[config.mk]
export PLATFORM = sky130hd
export DESIGN_NAME = psum_drain_flat
export DESIGN_NICKNAME = d
export VERILOG_FILES = /design/src/rtl/psum_drain_if.sv /design/src/rtl/psum_drain.sv /design/src/flat_wrapper.sv
export SDC_FILE = /design/constraint.sdc
export NUM_CORES = 1
export LEC_CHECK = 0
export BUFFER_PORTS_ARGS = -buffer_cell sky130_fd_sc_hd__buf_2
export CAP_MARGIN = 30
export CORE_MARGIN = 2
export CORE_UTILIZATION = 35
export DETAILED_ROUTE_END_ITERATION = 16
export SYNTH_ARGS = -nofsm -noshare
export SYNTH_HDL_FRONTEND = slang
export SYNTH_SLANG_ARGS = --single-unit
[constraint.sdc]
create_clock -name i_clk -period 3.95 [get_ports i_clk]
set_input_delay 0.79 -clock i_clk [delete_from_list [all_inputs] [get_ports i_clk]]
set_output_delay 0.79 -clock i_clk [all_outputs]
set_load 0.05 [all_outputs]
[src/rtl/psum_drain_if.sv]
// rtl/psum_drain_if.sv - capture, element stream and max-report signals of psum_drain
interface psum_drain_if #(
  parameter int DATA_WIDTH = 16,
  parameter int NUM_PE     = 4,
  parameter int IDX_WIDTH  = 2
);
  logic                         cap_valid;
  logic                         cap_ready;
  logic [NUM_PE*DATA_WIDTH-1:0] psum_bus;
  logic                         out_valid;
  logic                         out_ready;
  logic [DATA_WIDTH-1:0]        out_data;
  logic [IDX_WIDTH-1:0]         out_idx;
  logic                         out_last;
  logic [DATA_WIDTH-1:0]        vec_max;
  logic                         max_valid;

  // master: PE-row producer plus downstream consumer; slave: the drain block
  modport master (
    output cap_valid, psum_bus, out_ready,
    input  cap_ready, out_valid, out_data, out_idx, out_last, vec_max, max_valid
  );

  modport slave (
    input  cap_valid, psum_bus, out_ready,
    output cap_ready, out_valid, out_data, out_idx, out_last, vec_max, max_valid
  );
endinterface

[src/rtl/psum_drain.sv]
// rtl/psum_drain.sv - captures a PE-row partial-sum vector, streams it out, reports its signed max
module psum_drain #(
  parameter int DATA_WIDTH = 16,
  parameter int NUM_PE     = 4,
  parameter int IDX_WIDTH  = 2
) (
  input  logic        i_clk,
  input  logic        i_rst_n,
  psum_drain_if.slave bus
);
  typedef enum logic {S_IDLE, S_DRAIN} state_t;

  localparam logic [IDX_WIDTH-1:0] LAST_IDX = IDX_WIDTH'(NUM_PE - 1);

  state_t                       r_state;
  state_t                       w_next_state;
  logic [IDX_WIDTH-1:0]         r_idx;
  logic signed [DATA_WIDTH-1:0] r_buf [NUM_PE];
  logic signed [DATA_WIDTH-1:0] r_run_max;
  logic signed [DATA_WIDTH-1:0] r_vec_max;
  logic                         r_max_valid;

  logic                         w_draining;
  logic                         w_last;
  logic                         w_beat;
  logic                         w_last_beat;
  logic                         w_cap_ready;
  logic                         w_cap_fire;
  logic signed [DATA_WIDTH-1:0] w_cur;
  logic signed [DATA_WIDTH-1:0] w_beat_max;

  always_comb begin
    w_draining   = (r_state == S_DRAIN);
    w_cur        = r_buf[r_idx];
    w_last       = w_draining && (r_idx == LAST_IDX);
    w_beat       = w_draining && bus.out_ready;
    w_last_beat  = w_last && bus.out_ready;
    // Reopening capture on the last beat lets vectors run back to back
    w_cap_ready  = !w_draining || w_last_beat;
    w_cap_fire   = bus.cap_valid && w_cap_ready;
    w_beat_max   = (w_cur > r_run_max) ? w_cur : r_run_max;
    w_next_state = r_state;
    case (r_state)
      S_IDLE:  if (w_cap_fire) w_next_state = S_DRAIN;
      S_DRAIN: if (w_cap_fire) w_next_state = S_DRAIN;
               else if (w_last_beat) w_next_state = S_IDLE;
      default: w_next_state = S_IDLE;
    endcase
  end

  always_ff @(posedge i_clk or negedge i_rst_n) begin
    if (!i_rst_n) r_state <= S_IDLE;
    else          r_state <= w_next_state;
  end

  always_ff @(posedge i_clk or negedge i_rst_n) begin
    if (!i_rst_n) begin
      r_idx       <= '0;
      r_run_max   <= '0;
      r_vec_max   <= '0;
      r_max_valid <= 1'b0;
      for (int k = 0; k < NUM_PE; k++) r_buf[k] <= '0;
    end else begin
      r_max_valid <= w_last_beat;
      if (w_last_beat) r_vec_max <= w_beat_max;
      // A capture on the finishing beat wins over the beat's own idx/max update
      if (w_cap_fire) begin
        for (int k = 0; k < NUM_PE; k++) r_buf[k] <= bus.psum_bus[k*DATA_WIDTH +: DATA_WIDTH];
        r_idx     <= '0;
        r_run_max <= bus.psum_bus[DATA_WIDTH-1:0];
      end else if (w_beat) begin
        r_run_max <= w_beat_max;
        r_idx     <= w_last ? '0 : r_idx + 1'b1;
      end
    end
  end

  assign bus.cap_ready = w_cap_ready;
  assign bus.out_valid = w_draining;
  assign bus.out_data  = w_draining ? w_cur : '0;
  assign bus.out_idx   = r_idx;
  assign bus.out_last  = w_last;
  assign bus.vec_max   = r_vec_max;
  assign bus.max_valid = r_max_valid;
endmodule

[src/flat_wrapper.sv]
// flat-port wrapper written by rule: the top's interface ports become plain ports
module psum_drain_flat 
#(
  parameter int DATA_WIDTH = 16,
  parameter int NUM_PE     = 4,
  parameter int IDX_WIDTH  = 2
)
  (i_clk, i_rst_n, bus_cap_valid, bus_psum_bus, bus_out_ready, bus_cap_ready, bus_out_valid, bus_out_data, bus_out_idx, bus_out_last, bus_vec_max, bus_max_valid);
  psum_drain_if #(.DATA_WIDTH(DATA_WIDTH), .NUM_PE(NUM_PE), .IDX_WIDTH(IDX_WIDTH)) bus_i ();
  input  logic i_clk;
  input  logic i_rst_n;
  input wire logic [$bits(bus_i.cap_valid)-1:0] bus_cap_valid;
  input wire logic [$bits(bus_i.psum_bus)-1:0] bus_psum_bus;
  input wire logic [$bits(bus_i.out_ready)-1:0] bus_out_ready;
  output wire logic [$bits(bus_i.cap_ready)-1:0] bus_cap_ready;
  output wire logic [$bits(bus_i.out_valid)-1:0] bus_out_valid;
  output wire logic [$bits(bus_i.out_data)-1:0] bus_out_data;
  output wire logic [$bits(bus_i.out_idx)-1:0] bus_out_idx;
  output wire logic [$bits(bus_i.out_last)-1:0] bus_out_last;
  output wire logic [$bits(bus_i.vec_max)-1:0] bus_vec_max;
  output wire logic [$bits(bus_i.max_valid)-1:0] bus_max_valid;
  assign bus_i.cap_valid = bus_cap_valid;
  assign bus_i.psum_bus = bus_psum_bus;
  assign bus_i.out_ready = bus_out_ready;
  assign bus_cap_ready = bus_i.cap_ready;
  assign bus_out_valid = bus_i.out_valid;
  assign bus_out_data = bus_i.out_data;
  assign bus_out_idx = bus_i.out_idx;
  assign bus_out_last = bus_i.out_last;
  assign bus_vec_max = bus_i.vec_max;
  assign bus_max_valid = bus_i.max_valid;
  psum_drain #(.DATA_WIDTH(DATA_WIDTH), .NUM_PE(NUM_PE), .IDX_WIDTH(IDX_WIDTH)) u_core (.i_clk(i_clk), .i_rst_n(i_rst_n), .bus(bus_i));
endmodule
==> results of run 1 <==
==> layout make-up <==
cell class                 instances  area (um2)
clock inverter                     5        81.3
sequential                       100        2500
inverter                          17        63.8
tap                              188         235
timing repair buffer             119         683
fill                            1509        8680
clock buffer                      11         253
multi-input combinational        432        2590
==> cells in the mapped netlist, drive strengths merged (17+ instances only) <==
cell type  instances
and2              20
ha                17
clkbuf            26
and3              17
nor2              17
o21ai             20
dfrtp            100
inv               17
o31ai             19
nand2            217
o211ai            17
nand3             18
==> worst min path at each step <==
stage	start	endpoint	slack, ps	depth (start not counted)
final	i_rst_n	u_core.r_buf[58]	320	1
after global routing	i_rst_n	u_core.r_buf[58]	330	1
after CTS	u_core.r_buf[23]	u_core.r_buf[23]	480	2
after detailed placement	u_core.r_buf[23]	u_core.r_buf[23]	460	2
after global placement	u_core.r_buf[63]	u_core.r_buf[63]	450	2
after floorplan	u_core.r_buf[16]	u_core.r_buf[16]	440	2
==> logic make-up (layout without fill, tap and decap cells) <==
logic type	after synthesis	in the layout	synth area share
simple gates	298	298	0.240
compound gates	101	101	0.137
flops	100	100	0.468
buf+inv	59	152	0.0482
fa+ha+maj	17	17	0.0397
mux	16	16	0.0673
==> flip-flops by register name, indices dropped and copies added, names as in the netlist <==
name                  cells
u_core.bus.out_idx        2
u_core.bus.out_valid      1
u_core.r_run_max         16
u_core.r_buf             64
u_core.bus.vec_max       16
u_core.bus.max_valid      1
==> per-layer routing <==
metal,part of all wire,wire [um],vias up
met5,0,0,-
met4,0.028,397,0
met3,0.067,931,32
met2,0.43,6050,196
met1,0.47,6610,2112
li1,-,-,2200
==> stage by stage <==
stage	utilization	worst slack [ps]	cell area, um2	hold WS, ps	instances
after floorplan	-	146	5350	440	591
after global placement	0.398	516	6000	454	852
after detailed placement	0.401	347	6050	459	855
after CTS	0.423	320	6390	476	871
after global routing	0.425	42.9	6410	334	872
final	0.425	281	6410	316	872
==> critical path, stage by stage, from the launching register on <==
cell and delay, ps:
dfrtp_1 370, buf_4 320, mux4_2 600, ha_1 350
and4_1 270, nand3_1 120, a21oi_2 310, buf_4 300
or3_1 510, o211ai_1 190, a22o_1 210
==> impl_metrics.csv, run 1 <==
group,metric,value,unit
outcome,status,"finished, final reports clean",
timing,setup-tns-final,0,ps
cts,post-cts-setup-buffer-count,0,
drt,ant_nets,0,
timing,finClkSkew,11.1,ps
timing,setup_viol,0,
cts,clock_path_buffers,2,
critical_path,worst_r2r_endpoint,"u_core.r_run_max[1]",
final_layout,syn_to_final_growth,19.9,%
drt,routed_wirelength,14000,um
critical_path,reg2reg_from,"u_core.bus.out_idx[0]",
critical_path,path_max_fanout,19,
critical_path,worstSetupEndpoint,"u_core.r_run_max[1]",
drt,first_pass_iters,6,
grt,grt_max_degree,77,
timing,worst_slew_pin_slew,711,ps
floorplan,fp.dieH,128,um
synth,yosysTopAreaCellShare,0.468,
grt,grt_pass1_wl,22600,um
floorplan,rows,45,
critical_path,critPathArrivalTime,3900,ps
cts,cts_resized,0,
critical_path,crit_path_start,"u_core.bus.out_idx[0]",
synth,synth_cell_types,37,
floorplan,die_w,128,um
final_layout,diodes,0,
timing,slew_headroom,0.526,
drt,via_per_inst,5.21,
placed_design,place.gp.congestion,0.934,
floorplan,start_util,0.355,
cts,clock_sinks,100,
grt,grt.met3_usage,0.0255,
synth,yosys.area.top_type,"dfrtp_1",
synth,synthArstFlopShare,1.00,
synth,yosys_warnings,0,
final_layout,layout.nets,764,
timing,hold_viol,0,
timing,drv_slew,0,
cts,holdBufCountCts,0,
critical_path,cp-end-kind,"flop",
final_layout,drive_gt1_frac,0.237,
job,cap_violations,0,
synth,seq_area_frac_synth,0.468,
grt,grt_busiest_layer,"met2",
timing,post-route-min-period,3670,ps
floorplan,core,15100,um2
critical_path,r2r_cells,10,
synth,syn_area,5350,um2
placed_design,io_buffers,105,
grt,grtUsageMet2,0.262,
final_layout,mostFrequentLayoutCell,"nand2_1",
synth,synth_top_flop_cell,"dfrtp_1",
cts,clkTransAtPathRegs,70,ps
grt,antenna_found_initial,0,
placed_design,dpl.hpwl,10700,um
drt,drtIter0Drc,276,
final_layout,layout_common_cells,"216 x nand2_1, 105 x buf_2, 100 x dfrtp_1",
drt,wire_per_inst,16.0,um
grt,overflow,0,
timing,fmax,273,MHz
cts,numCtsBuffers,9,
cts,insertion_delay,350,ps
critical_path,startpoint_type,"flop",
floorplan,io_pins,106,
drt,drc,0,
synth,synth_area_leaders,"dfrtp_1 47%, nand2_1 15%, mux4_2 6.7%, ha_1 4.0%, a22o_1 2.6%",
floorplan,die_area,16300,um2
synth,ys_seq_elements,100,
synth,syn_inst,591,
synth,synth-edff-count,0,
critical_path,critPathRequiredTime,4180,ps
drt,num_vias,4540,
grt,grt_pass1_vias,4330,
grt,grt.total_usage,0.176,
critical_path,critical_path_class,"reg2reg",
cts,htree_levels,3,
min_path,hold_path_class,"in2async",
timing,post-route-period-util,0.929,
grt,grt.met1_usage,0.257,
cts,cts_tree,"done",
synth,syn_nets,676,
synth,avgSynthCellArea,9.05,um2
timing,grt_setup_unrepaired,"false",
critical_path,r2r_slack,280,ps
cts,cts-root-buf,"clkbuf_16",
Power of run 1 is not shown: default switching activity piles up to over one toggle a cycle in this logic, so the estimate is an artifact.
==> inputs of run 2 (changes only) <==
==> constraint.sdc (replaced) <==
create_clock -name i_clk -period 3.3 [get_ports i_clk]
set_input_delay 0.66 -clock i_clk [delete_from_list [all_inputs] [get_ports i_clk]]
set_output_delay 0.66 -clock i_clk [all_outputs]
set_load 0.05 [all_outputs]
==> impl_metrics.csv, run 2 (synthesis results as in run 1) <==
group,metric,value,unit
outcome,status,"finished, final reports clean",
drt,first_pass_iters,6,
final_layout,largest_reg_flops,64,
final_layout,utilization,0.434,
timing,setup_viol,0,
final_layout,regMostFlops,"u_core.r_buf",
drt,drtIter0Drc,241,
drt,wire_per_inst,15.9,um
timing,post-route-period-util,0.951,
placed_design,place.gp.congestion,0.932,
floorplan,io_pins,106,
cts,post-cts-setup-buffer-count,0,
timing,fmax,319,MHz
floorplan,fp.dieH,128,um
grt,grt_pass1_vias,4508,
final_layout,seq_area,2500,um2
cts,htree_levels,3,
cts,clock_path_buffers,2,
grt,grt_max_degree,53,
final_layout,syn_to_final_growth,22.3,%
critical_path,crit_chain,"buf_12 -> mux4_2 -> ha_1 -> nor2b_1 -> o211ai_1 -> a21oi_4 -> o31a_4 -> buf_4 -> o21ai_0 -> a31oi_1",
drt,drc,0,
cts,numCtsBuffers,9,
job,cap_violations,0,
placed_design,io_buffers,105,
timing,finClkSkew,9.80,ps
placed_design,dpl.hpwl,10900,um
timing,grt_setup_unrepaired,"false",
final_layout,layout_common_cells,"216 x nand2_1, 104 x buf_2, 98 x dfrtp_1",
timing,drv_slew,0,
final_layout,fill_cells,1479,
critical_path,path_max_fanout,16,
floorplan,die_area,16300,um2
cts,cts_tree,"done",
grt,grtUsageMet2,0.259,
grt,overflow,0,
floorplan,core,15100,um2
min_path,hold_path_class,"in2async",
cts,cts-root-buf,"clkbuf_16",
cts,clock_sinks,100,
cts,insertion_delay,350,ps
timing,setup-tns-final,0,ps
timing,worst_slew_pin_slew,735,ps
critical_path,critPathArrivalTime,3350,ps
grt,grt_pass1_wl,23200,um
drt,num_vias,4567,
final_layout,mostFrequentLayoutCell,"nand2_1",
final_layout,drive_gt1_frac,0.253,
critical_path,cp_slowest_cell,"mux4_2",
critical_path,cp-end-kind,"flop",
timing,hold_viol,0,
drt,ant_nets,0,
floorplan,die_w,128,um
critical_path,startpoint_type,"flop",
critical_path,critPathRequiredTime,3510,ps
final_layout,diodes,0,
grt,antenna_found_initial,0,
cts,clkTransAtPathRegs,60,ps
drt,routed_wirelength,14100,um
final_layout,layout.nets,777,
drt,via_per_inst,5.16,
final_layout,fin_area,6550,um2
final_layout,multi_input_area,2620,um2
timing,post-route-min-period,3140,ps
timing,slew_headroom,0.508,
floorplan,rows,45,
placed_design,place_area,6210,um2
critical_path,critPathMaxStageDelay,570,ps
grt,grt.met1_usage,0.259,
floorplan,start_util,0.355,
grt,grt.total_usage,0.179,
grt,grt.met3_usage,0.0317,
critical_path,critical_path_class,"reg2reg",
grt,grt_busiest_layer,"met1",
## run 2: layer usage
layer / share of wire / routed length (um)
met5: 0 / 0
met3: 0.068 / 961
met1: 0.47 / 6650
met4: 0.032 / 450
met2: 0.43 / 6030
## run 2: worst paths after layout
check,start,end,slack (ps),cells past startpoint
setup / recovery,u_core.bus.out_idx[0],u_core.bus.vec_max[11],160,10
hold / removal,i_rst_n,u_core.bus.max_valid,250,1
setup reg to reg,u_core.bus.out_idx[0],u_core.bus.vec_max[11],160,10
hold reg to reg,u_core.r_buf[27],u_core.r_buf[27],470,2
max in group asynchronous,i_rst_n,u_core.r_buf[53],2430,2
min in group i_clk,u_core.r_buf[27],u_core.r_buf[27],470,2
## run 2: through the flow
step / instances / setup WS (ps) / hold slack [ps]
after global routing: 885 / 14.1 / 289
final: 885 / 163 / 254
after floorplan: 591 / 3.54 / 364
after global placement: 868 / 298 / 454
after detailed placement: 869 / 156 / 462
after CTS: 885 / 126 / 270
## run 2: what timing repair did
| action | 4_1_cts | 5_1_grt |
|---|---|---|
| hold buffers | 0 | 0 |
| endpoints found under the setup margin | 0 | 3 |
| gates resized for setup | 0 | 2 |
## run 2: worst max-delay path, delay by kind of cell (launching register included)
kind / cells / cell delay, ps
AOI/OAI and AO/OA: 5 / 1240
adders and majority gates: 1 / 300
buffers and inverters: 2 / 370
DFF: 1 / 390
muxes: 1 / 570
and+or+nand+nor: 1 / 130
## run 2: cell type report
class	instances	area share
Multi-Input combinational cell	432	0.401
Sequential cell	100	0.383
Timing Repair Buffer	132	0.122
Tap cell	188	0.0359
Clock buffer	11	0.0356
Clock inverter	5	0.0128
Inverter	17	0.00975
Power of run 2 is left out for the same reason.
==> inputs of run 3 (changes only) <==
--- a/config.mk
+++ b/config.mk
@@ -9,6 +9,7 @@
 export CAP_MARGIN = 30
 export CORE_MARGIN = 2
 export CORE_UTILIZATION = 35
+export CTS_BUF_LIST = sky130_fd_sc_hd__clkbuf_4 sky130_fd_sc_hd__clkbuf_8
 export DETAILED_ROUTE_END_ITERATION = 16
 export SYNTH_ARGS = -nofsm -noshare
 export SYNTH_HDL_FRONTEND = slang
==> impl_metrics.csv, run 3 (synthesis results as in run 1) <==
group,metric,value,unit
outcome,status,"finished, final reports clean",
cts,cts_resized,0,
timing,slew_headroom,0.513,
drt,wire_per_inst,15.9,um
floorplan,die_w,128,um
final_layout,diodes,0,
timing,fmax,320,MHz
drt,drc,0,
final_layout,stdcell_count,885,
critical_path,critPathRequiredTime,3550,ps
critical_path,critical_path_class,"reg2reg",
drt,drtIter0Drc,239,
placed_design,dp.cells,869,
critical_path,critPathArrivalTime,3370,ps
placed_design,dpl.hpwl,10900,um
critical_path,cp_slowest_cell,"mux4_2",
floorplan,core,15100,um2
grt,grt_pass1_wl,23200,um
timing,worst_slew_pin_slew,728,ps
timing,setup-tns-final,0,ps
grt,grt.total_usage,0.179,
final_layout,layout_common_cells,"216 x nand2_1, 104 x buf_2, 98 x dfrtp_1",
timing,post-route-min-period,3130,ps
floorplan,die_area,16300,um2
grt,grt_max_degree,53,
timing,post-route-period-util,0.948,
floorplan,start_util,0.355,
final_layout,mostFrequentLayoutCell,"nand2_1",
timing,finClkSkew,15.3,ps
grt,grt_pass1_vias,4504,
cts,clock_path_buffers,2,
floorplan,io_pins,106,
cts,insertion_delay,380,ps
final_layout,layout.nets,777,
final_layout,largest_reg_flops,64,
min_path,hold_path_class,"in2async",
timing,holdWs,217,ps
cts,cts_tree,"done",
drt,ant_nets,0,
floorplan,fp.dieH,128,um
critical_path,cp-end-kind,"flop",
cts,clock_sinks,100,
critical_path,critPathBufInv,2,
grt,overflow,0,
floorplan,rows,45,
critical_path,crit_chain,"buf_12 -> mux4_2 -> ha_1 -> nor2b_1 -> o211ai_1 -> a21oi_4 -> o31a_4 -> buf_4 -> o21ai_0 -> a31oi_1",
final_layout,regMostFlops,"u_core.r_buf",
critical_path,path_max_fanout,16,
timing,setup_viol,0,
job,cap_violations,0,
final_layout,syn_to_final_growth,20.6,%
critical_path,cp_top_family,"compound AO/OA/AOI/OAI gates",
grt,antenna_found_initial,0,
drt,via_per_inst,5.13,
cts,numCtsBuffers,9,
drt,first_pass_iters,5,
cts,htree_levels,3,
timing,drv_slew,0,
drt,routed_wirelength,14100,um
cts,clkTransAtPathRegs,90,ps
critical_path,startpoint_type,"flop",
critical_path,critPathMaxStageDelay,570,ps
cts,cts-root-buf,"clkbuf_8",
cts,holdBufCountCts,0,
cts,post-cts-setup-buffer-count,0,
timing,grt_setup_unrepaired,"false",
drt,num_vias,4541,
timing,hold_viol,0,
placed_design,place.gp.congestion,0.932,
final_layout,drive_gt1_frac,0.255,
placed_design,io_buffers,105,
[run 3: changes by cell type in the layout (fill, tap and decap cells not counted)]
cell,previous run,this run
clkbuf_16,9,0
clkbuf_8,0,9
clkbuf_1,2,0
clkbuf_4,0,2
[run 3: cell type report]
type | count | area, um2
Clock buffer | 11 | 139
Clock inverter | 5 | 83.8
Fill cell | 1482 | 8640
Inverter | 17 | 63.8
Multi-Input combinational cell | 432 | 2620
Sequential cell | 100 | 2500
Tap cell | 188 | 235
Timing Repair Buffer | 132 | 801
[run 3: per-stage QoR]
| stage | instance area, um2 | setup WS, ps | util |
|---|---|---|---|
| floorplan | 5390 | 3.54 | - |
| CTS | 6430 | 135 | 0.426 |
| finish | 6450 | 172 | 0.428 |
| detailed placement | 6210 | 156 | 0.412 |
| global route | 6450 | 24.7 | 0.428 |
| global placement | 6180 | 298 | 0.410 |
[run 3: layer usage]
layer,share of wire,GRT usage
met5,0,0
met4,0.033,0.0911
met3,0.058,0.0342
met2,0.43,0.259
met1,0.48,0.258
[run 3: worst paths after layout]
path | cells past startpoint | slack [ps] | end | startpoint
setup / recovery | 10 | 170 | u_core.bus.vec_max[11] | u_core.bus.out_idx[0]
hold / removal | 1 | 220 | u_core.bus.max_valid | i_rst_n
setup reg to reg | 10 | 170 | u_core.bus.vec_max[11] | u_core.bus.out_idx[0]
hold reg to reg | 2 | 480 | u_core.r_buf[27] | u_core.r_buf[27]
max in group asynchronous | 2 | 2470 | u_core.r_buf[47] | i_rst_n
min in group i_clk | 3 | 460 | u_core.r_buf[24] | bus_psum_bus[40]
[run 3: worst reg2reg max path: cells and delay by family, from the launching register on]
kind | cells | cell delay, ps
AOI/OAI and AO/OA | 5 | 1240
muxes | 1 | 570
DFF | 1 | 400
buffers and inverters | 2 | 370
adders and majority gates | 1 | 300
and+or+nand+nor | 1 | 130
Power of run 3 is left out for the same reason.
